## src/rtl/alu_seq.sv

```systemverilog
// ---------------------------------------------------------------------------
// alu_seq -- handshaked 6502-style ALU.
//
// Binary operations are computed and registered on the accept edge, so the
// result is valid one cycle later. When ALU_SEQ_DECIMAL_EN is defined,
// ADC/SBC with decimal=1 run a digit-serial BCD adjust, one nibble per
// cycle (DIGITS cycles). Result, flags and mask are held until the
// consumer takes them.
//
// Configuration macro: ALU_SEQ_DECIMAL_EN (undefined: decimal input ignored,
// no DADJ state, every op has latency 1).
//
// Handshake: a transfer happens on a rising clk edge where valid && ready are
// both high. The producer holds its payload stable while valid && !ready.
// flush wins over a simultaneous request and drops any operation in flight.
//
// Ports:
//   clk, rst_n            clock (rising edge), async active-low reset
//   in_valid / in_ready   request handshake
//   op, a, mem, src_sel,  operation, operands, shift/INC/DEC source select,
//   carry_in, decimal     P.C and P.D
//   flush                 synchronous abort to IDLE
//   out_valid / out_ready result handshake
//   result, flag_c/z/v/n  registered result and flags (masked-off flags = 0)
//   flag_mask             {C,Z,V,N} update enables for the op
//   The FSM state is visible as the internal signal 'state'.
// ---------------------------------------------------------------------------
module alu_seq #(
    parameter int N = 8
) (
    input  logic         clk,
    input  logic         rst_n,
    input  logic         in_valid,
    output logic         in_ready,
    input  logic [3:0]   op,
    input  logic [N-1:0] a,
    input  logic [N-1:0] mem,
    input  logic         src_sel,
    input  logic         carry_in,
    input  logic         decimal,
    input  logic         flush,
    output logic         out_valid,
    input  logic         out_ready,
    output logic [N-1:0] result,
    output logic         flag_c,
    output logic         flag_z,
    output logic         flag_v,
    output logic         flag_n,
    output logic [3:0]   flag_mask
);

    localparam int DIGITS = N / 4;

    if (N % 4 != 0) begin : g_bad_width
        $error("alu_seq: N must be a multiple of 4");
    end

    localparam logic [3:0] OP_ADC = 4'd0, OP_SBC = 4'd1, OP_AND = 4'd2,
                           OP_ORA = 4'd3, OP_EOR = 4'd4, OP_ASL = 4'd5,
                           OP_LSR = 4'd6, OP_ROL = 4'd7, OP_ROR = 4'd8,
                           OP_CMP = 4'd9, OP_INC = 4'd10, OP_DEC = 4'd11;

`ifdef ALU_SEQ_DECIMAL_EN
    typedef enum logic [1:0] {IDLE = 2'd0, DADJ = 2'd1, DONE = 2'd2} state_t;
`else
    typedef enum logic [1:0] {IDLE = 2'd0, DONE = 2'd2} state_t;
`endif

    state_t state, state_next;

    logic         accept;
    logic         load_bin;
    logic [N-1:0] src;
    logic [N-1:0] addend;
    logic [N:0]   sum;
    logic [N:0]   diff;
    logic [N-1:0] bin_res;
    logic         bin_c, bin_v;
    logic [3:0]   bin_mask;
    logic [3:0]   bin_flags;
    logic [N-1:0] result_q;
    logic [3:0]   flags_q;
    logic [3:0]   mask_q;

    // ------------------------------------------------------------------
    // Binary datapath
    // ------------------------------------------------------------------
    always_comb begin
        src      = src_sel ? mem : a;
        addend   = (op == OP_SBC) ? ~mem : mem;
        sum      = {1'b0, a} + {1'b0, addend} + {{N{1'b0}}, carry_in};
        diff     = {1'b0, a} + {1'b0, ~mem} + {{N{1'b0}}, 1'b1};
        bin_res  = a;
        bin_c    = 1'b0;
        bin_v    = (a[N-1] ^ sum[N-1]) & (addend[N-1] ^ sum[N-1]);
        bin_mask = 4'b0000;
        case (op)
            OP_ADC, OP_SBC: begin bin_res = sum[N-1:0]; bin_c = sum[N]; bin_mask = 4'b1111; end
            OP_AND: begin bin_res = a & mem; bin_mask = 4'b0101; end
            OP_ORA: begin bin_res = a | mem; bin_mask = 4'b0101; end
            OP_EOR: begin bin_res = a ^ mem; bin_mask = 4'b0101; end
            OP_ASL: begin bin_res = {src[N-2:0], 1'b0};     bin_c = src[N-1]; bin_mask = 4'b1101; end
            OP_LSR: begin bin_res = {1'b0, src[N-1:1]};     bin_c = src[0];   bin_mask = 4'b1101; end
            OP_ROL: begin bin_res = {src[N-2:0], carry_in}; bin_c = src[N-1]; bin_mask = 4'b1101; end
            OP_ROR: begin bin_res = {carry_in, src[N-1:1]}; bin_c = src[0];   bin_mask = 4'b1101; end
            OP_CMP: begin bin_res = diff[N-1:0]; bin_c = diff[N]; bin_mask = 4'b1101; end
            OP_INC: begin bin_res = src + N'(1); bin_mask = 4'b0101; end
            OP_DEC: begin bin_res = src - N'(1); bin_mask = 4'b0101; end
            default: begin bin_res = a; bin_mask = 4'b0000; end
        endcase
        bin_flags = {bin_c, (bin_res == '0), bin_v, bin_res[N-1]} & bin_mask;
    end

`ifdef ALU_SEQ_DECIMAL_EN
    // ------------------------------------------------------------------
    // Digit-serial BCD engine. Operands shift right one nibble per step;
    // adjusted nibbles shift into the top of result_q, so after DIGITS
    // steps the result is in place without any indexed writes.
    // ------------------------------------------------------------------
    localparam int DW = $clog2(DIGITS + 1);
    localparam logic [DW-1:0] LAST = DW'(DIGITS - 1);

    logic          dec_op, load_dec, dec_step;
    logic [N-1:0]  a_q, m_q;
    logic          carry_q, v_q, sub_q;
    logic [DW-1:0] digit;
    logic [5:0]    s_pre, s_adj;
    logic [4:0]    t;
    logic [3:0]    nib;
    logic          dc_next;
    logic [N+3:0]  shifted;
    logic [N-1:0]  dec_res;

    assign dec_op = decimal && (op == OP_ADC || op == OP_SBC);

    always_comb begin
        s_pre   = {2'b00, a_q[3:0]} + {2'b00, m_q[3:0]} + {5'b0, carry_q};
        s_adj   = (s_pre > 6'd9) ? s_pre + 6'd6 : s_pre;
        t       = {1'b0, a_q[3:0]} - {1'b0, m_q[3:0]} - {4'b0, ~carry_q};
        if (sub_q) begin
            // A negative 5-bit difference means a borrow; subtracting 6
            // folds the low nibble back into the 0..9 range.
            nib     = t[4] ? (t[3:0] - 4'd6) : t[3:0];
            dc_next = ~t[4];
        end else begin
            nib     = s_adj[3:0];
            dc_next = (s_adj > 6'd15) || (s_pre > 6'd9);
        end
        shifted = {nib, result_q};
        dec_res = shifted[N+3:4];
    end
`else
    logic unused_decimal;
    assign unused_decimal = decimal;
`endif

    // ------------------------------------------------------------------
    // FSM
    // ------------------------------------------------------------------
    assign in_ready  = (state == IDLE) || (state == DONE && out_ready);
    assign accept    = in_valid && in_ready && !flush;
    assign out_valid = (state == DONE);

    always_ff @(posedge clk or negedge rst_n) begin
        if (!rst_n) state <= IDLE;
        else        state <= state_next;
    end

    always_comb begin
        state_next = state;
        load_bin   = 1'b0;
`ifdef ALU_SEQ_DECIMAL_EN
        load_dec   = 1'b0;
        dec_step   = 1'b0;
`endif
        if (flush) begin
            state_next = IDLE;
        end else if (accept) begin
`ifdef ALU_SEQ_DECIMAL_EN
            if (dec_op) begin
                load_dec   = 1'b1;
                state_next = DADJ;
            end else begin
                load_bin   = 1'b1;
                state_next = DONE;
            end
`else
            load_bin   = 1'b1;
            state_next = DONE;
`endif
        end else begin
            case (state)
                DONE: if (out_ready) state_next = IDLE;
`ifdef ALU_SEQ_DECIMAL_EN
                DADJ: begin
                    dec_step = 1'b1;
                    if (digit == LAST) state_next = DONE;
                end
`endif
                default: state_next = state;
            endcase
        end
    end

    // ------------------------------------------------------------------
    // Result / flag registers
    // ------------------------------------------------------------------
    always_ff @(posedge clk or negedge rst_n) begin
        if (!rst_n) begin
            result_q <= '0;
            flags_q  <= '0;
            mask_q   <= '0;
`ifdef ALU_SEQ_DECIMAL_EN
            a_q      <= '0;
            m_q      <= '0;
            carry_q  <= 1'b0;
            v_q      <= 1'b0;
            sub_q    <= 1'b0;
            digit    <= '0;
`endif
        end else begin
            if (load_bin) begin
                result_q <= bin_res;
                flags_q  <= bin_flags;
                mask_q   <= bin_mask;
            end
`ifdef ALU_SEQ_DECIMAL_EN
            if (load_dec) begin
                a_q     <= a;
                m_q     <= mem;
                carry_q <= carry_in;
                v_q     <= bin_v;
                sub_q   <= (op == OP_SBC);
                digit   <= '0;
            end
            if (dec_step) begin
                a_q      <= a_q >> 4;
                m_q      <= m_q >> 4;
                carry_q  <= dc_next;
                result_q <= dec_res;
                digit    <= digit + DW'(1);
                if (digit == LAST) begin
                    // Z/N from the adjusted value, V from the binary sum.
                    flags_q <= {dc_next, (dec_res == '0), v_q, dec_res[N-1]};
                    mask_q  <= 4'b1111;
                end
            end
`endif
        end
    end

    assign result    = result_q;
    assign {flag_c, flag_z, flag_v, flag_n} = flags_q;
    assign flag_mask = mask_q;

endmodule

```

## config.mk

```make
export PLATFORM = sky130hd
export DESIGN_NAME = alu_seq
export DESIGN_NICKNAME = d
export VERILOG_FILES = /design/src/rtl/alu_seq.sv
export SDC_FILE = /design/constraint.sdc
export NUM_CORES = 1
export LEC_CHECK = 0
export ABC_AREA = 1
export BUFFER_PORTS_ARGS = -buffer_cell sky130_fd_sc_hd__buf_2
export CORE_UTILIZATION = 30
export DETAILED_ROUTE_END_ITERATION = 10
export GPL_TIMING_DRIVEN = 1
export SLEW_MARGIN = 0
export SYNTH_ARGS = -nofsm -noshare
export SYNTH_HDL_FRONTEND = slang
export SYNTH_SLANG_ARGS = --single-unit
```

## constraint.sdc

```tcl
create_clock -name clk -period 1.5 [get_ports clk]
set_input_delay 0 -clock clk [delete_from_list [all_inputs] [get_ports clk]]
set_output_delay 0 -clock clk [all_outputs]
set_load 0.02 [all_outputs]
```

# Word level (Yosys, flattened, before mapping)
# Index checks and enable logic that the tools add are counted.
# totals
ff_bits	18
elab_cells	57
# op_classes
muxes	11
addsub	6
n_bitwise	8
n_reduce_logical	16
eq_ne	12
# op_table
cell	n
8-bit case mux with 11 select lines	1
8-bit by 8-bit adder with 9-bit output	2
4-bit by 3-bit equality test with 1-bit output, second input constant	4
4-bit equality test, second input constant	4
8-bit two-way mux	2
4-bit case mux with 3 select lines	1
5-bit OR reduction	2
9-bit by 1-bit adder with 9-bit output	1
9-bit by 1-bit adder with 9-bit output, second input constant	1
8-bit by 1-bit adder with 8-bit output, second input constant	1
8-bit bitwise AND	1
4-bit by 2-bit equality test with 1-bit output, second input constant	2
8-bit logical NOT	1
2-bit two-way mux	4
8-bit inverter	1
8-bit bitwise OR	1
8-bit by 1-bit subtractor with 8-bit output, second input constant	1
8-bit bitwise XOR	1
3-bit nonzero test	2
2-bit OR reduction	3
4-bit bitwise AND	1
4-bit by 1-bit equality test with 1-bit output, second input constant	1
4-bit logical NOT	1
1-bit case mux with 4 select lines	1
other kinds (9)	13

# Longest topological paths before layout
# logic_depth
depth_word	7
mapped_depth	18
ltp_nobuf	18

# Worst setup path before layout
# No wires, ideal clock.
# synth_path
kind	input -> register
from	input port op[1]
to	register flags_q[2]
setup_time_ps	66
arrival_time_ps	2226
path_stages	17
setup_slack_ps	-791
path_cell_list	buf_2 nor2_4 nand2_4 xor2_1 fa_1 fa_1 nand3b_1 nand2_1 nor2_1 nand3_1 nand2_1 nand2_1 nor2_1 nand3_1 nor2_1 nand3_1 nand2_1
# synth_via
elab_chain_cells	7
# synth_rtl
item	line	source
start: declaration	35	input logic [3:0] op,
4-bit by 1-bit equality test with 1-bit output	90, 97	
8-bit two-way mux	90	addend = (op == OP_SBC) ? ~mem : mem;
8-bit by 8-bit adder with 9-bit output	91	sum = {1'b0, a} + {1'b0, addend} + {{N{1'b0}}, carry_in};
9-bit by 1-bit adder with 9-bit output	91	
8-bit case mux with 11 select lines	97	case (op)
8-bit logical NOT	111	bin_flags = {bin_c, (bin_res == '0), bin_v, bin_res[N-1]} & bin_mask;
4-bit bitwise AND *	111	
end signal: assignment	224	flags_q <= bin_flags;
end: declaration	82	logic [3:0] flags_q;
# Mark *: on every way between the ends. The rest lies on a longest branch, timed or not.
# A chain may end at the register's enable or synchronous reset.

# Worst setup path after layout
# layout_path
from	input port op[3]
to	register flags_q[2]
# The elaborated chain is that of the path after synthesis.

==> out/qor.csv <==
metric;value;unit
Slew Viols, Final;0;
top cells by area, synth;nand2_1, ha_1, dfrtp_1;
RR Endpoint;flags_q[2];
worst min-delay path category;in2reg;
failing checks;setup timing;
detailed placement HPWL;8.21;mm
Req. time, crit path;1690;ps
final setup vio count;12;
Worst Path Arrival;2310;ps
Area growth syn-to-layout;55.1;%
flop2flop setup slack;120;ps
# clock sinks;16;
worst vdd ir;0.000303;V
Yosys top cell area share;19.5;%
fmax;470;MHz
syn nets;544;
cell-internal power;1.39;mW
number of remaining DRC errors;0;
Core Util, Final;49.0;%
Worst Hold Depth;3;
vias per inst;4.78;
initial antenna violation count;0;
Synth top cells by count;nand2_1, inv_1, nor2_1, nand3_1, ha_1;
GRT Overall Usage;20.1;%
Startpoint Class;primary input;
Antenna Nets Post-Route;0;
port bufs;44;
gpl congestion;0.922;
Ports;46;
Initial DRC Count;214;
CTS Root Cell;clkbuf_8;
Die Height;98.8;um
Worst-Skew Late Latency;240;ps
Comb pwr share;61.7;%
Hold Path Origin;in_valid;
CP delay by family, top;simple AND/OR/NAND/NOR gates;
P_leak;2.50;nW
CP endpoint kind;flip-flop;
Pwr Density;544;nW/um^2
Hold Path Sink;state[1];
post-layout min period;2130;ps
Yosys reg bits;16;
TritonCTS Buffers;3;
sequential area share after synthesis;14.2;%
Tcrit/Tclk final;142;%
P_sw;0.978;mW
CP bufs+invs;2;
Main synth FF type;dfrtp_1;
largest area contributor in the netlist;nand2_1;
Largest stage delay, worst path;520;ps
Vias;3582;
vias in the first global route;3422;
clock share of power;15.8;%
switching part of the total power;41.2;%
Sequential Power Share;22.5;%
# rows;34;
outcome;finished with violations;
Die ar.;9760;um^2
ant diodes;0;
Place WS;-921;ps
worst-path cell chain;buf_8 -> inv_8 -> nand2_4 -> nor2_4 -> nand2_4 -> xor2_2 -> fa_2 -> fa_2 -> nand3b_1 -> nand2_1 -> nor2_1 -> nand3_1 -> nand2_2 -> nand2_1 -> nor2_2 -> nand3_1 -> nor2_1 -> nand3_1 -> nand2_1;
Routed WL;9.82;mm
Cell Count, Final, Fillers Out;749;
first-pass GRT wire length;15.8;mm
Worst Max-Slew Pin Slew;427;ps
pin count of the biggest net entering global routing;17;
Slew headroom;71.3;%
unique cell type count in the Yosys netlist;33;
max cap viols;0;
placed insts;732;
most frequent cell after synthesis;nand2_1;
Die Span X;98.8;um
Clk pin slew, worst setup/hold paths;60;ps
min setup slack post-route;-626;ps
Post-Syn Area;2810;um^2
Initial Util;31.6;%
cells on worst reg2reg path;9;
Post-synth EDFFs;0;
H-tree Lvls;1;
CTS tree;done;
DRT Pass-1 Iters;5;
GR Overflow Total;0;
share of cells above drive strength 1;35.3;%
DR WL/cell;13.1;um
RSZ-0062 raised after global routing;yes;
Syn Inst Count;475;
Hold Violations, Final;0;
clk_skew;1.23;ps
Synthesis Warnings;0;
Avg Inst Size Synth;5.92;um^2
clk buf depth;2;
reg2reg start;state[1];
slowest cell on the critical path;fa_2;
number of nets in the layout;711;
WS Path Type;in2reg;
CP Max Fanout;2;
core area;8890;um^2
async set or reset register ratio after synthesis;100;%
## routing by layer
| layer | track usage (%) | vias to the layer above | part of all wire, % |
|---|---|---|---|
| li1 | - | 1850 | - |
| met1 | 27.3 | 1633 | 46 |
| met2 | 34.6 | 85 | 48 |
| met3 | 1.77 | 14 | 4.1 |
| met4 | 4.02 | 0 | 1.4 |
| met5 | 0 | - | 0 |
## final cells by class
class,instances,area (um^2)
clock buffers,4,55.1
well taps,108,135
flip-flops and latches,16,400
multi-input cells,379,2280
fillers,914,4530
inverters,74,290
repair buffers,168,1200
## cells in the final DEF, fill, tap and decap left out, drive strengths merged
cell type      n
a21oi         18
a22oi          1
a31oi          1
and2           1
buf          166
clkbuf         4
clkinv         1
dfrtp         16
dlygate4sd3    2
fa             4
ha            37
inv           73
nand2        149
nand3         48
nand3b         5
nand4         11
nor2          52
nor3           5
o2111ai        1
o211ai         2
o21a           2
o21ai         25
o22ai          1
o31ai          1
or2            5
xor2          10
## metrics by stage
step                instance area, um^2  hold WS (ps)  total power, mW  setup TNS (ps)
finish                             4360          19.8             2.37           -4940
global route                       4360          35.3             2.55           -6290
CTS                                4210          14.9             2.29           -4690
detailed placement                 4010         -68.0             1.85           -8830
global placement                   4010         -75.9             1.83           -8200
floorplan                          2860          -296             1.25           -4340
## flip-flops by register name, indices dropped and copies added (netlist names)
signal     count
flag_mask      3
flags_q        4
state          1
result         8
## timing repair
| item | 4_1_cts | 5_1_grt |
|---|---|---|
| gates resized for setup | 29 | 28 |
| endpoints found under the setup margin | 12 | 12 |
| endpoints found under the hold margin | 17 | 0 |
| hold buffers | 2 | 0 |
| setup buffers | 6 | 8 |
| pin swaps | 12 | 22 |
## kinds of logic after synthesis
family                   count (synthesis)  share of synthesized area, %
AND/OR/NAND/NOR                        276                          42.3
buffers and inverters                   80                          11.0
AO/OA/AOI/OAI                           52                          10.0
adder cells (fa/ha/maj)                 41                          19.3
flip-flops                              16                          14.2
XOR/XNOR                                10                          3.12
## worst min-delay path, stage by stage
cell and delay (ps):
buf_2 100, inv_1 60, a21oi_1 70
## power groups by stage
stage | Clock, mW | Combinational, mW | Sequential (mW)
after floorplan | 0 | 0.625 | 0.622
after global placement | 0 | 1.30 | 0.538
after detailed placement | 0 | 1.31 | 0.539
after CTS | 0.379 | 1.38 | 0.534
after global routing | 0.402 | 1.61 | 0.543
final | 0.376 | 1.46 | 0.534
## worst max-delay path by stage
stage | slack, ps | cells past startpoint | from | end
finish | -630 | 19 | op[3] | flags_q[2]
global route | -760 | 19 | op[3] | flags_q[2]
CTS | -630 | 19 | op[3] | flags_q[2]
detailed placement | -920 | 19 | op[3] | flags_q[2]
global placement | -890 | 19 | op[3] | flags_q[2]
floorplan | -680 | 17 | op[1] | flags_q[2]
Note: power is estimated with default switching activity, not from simulation.
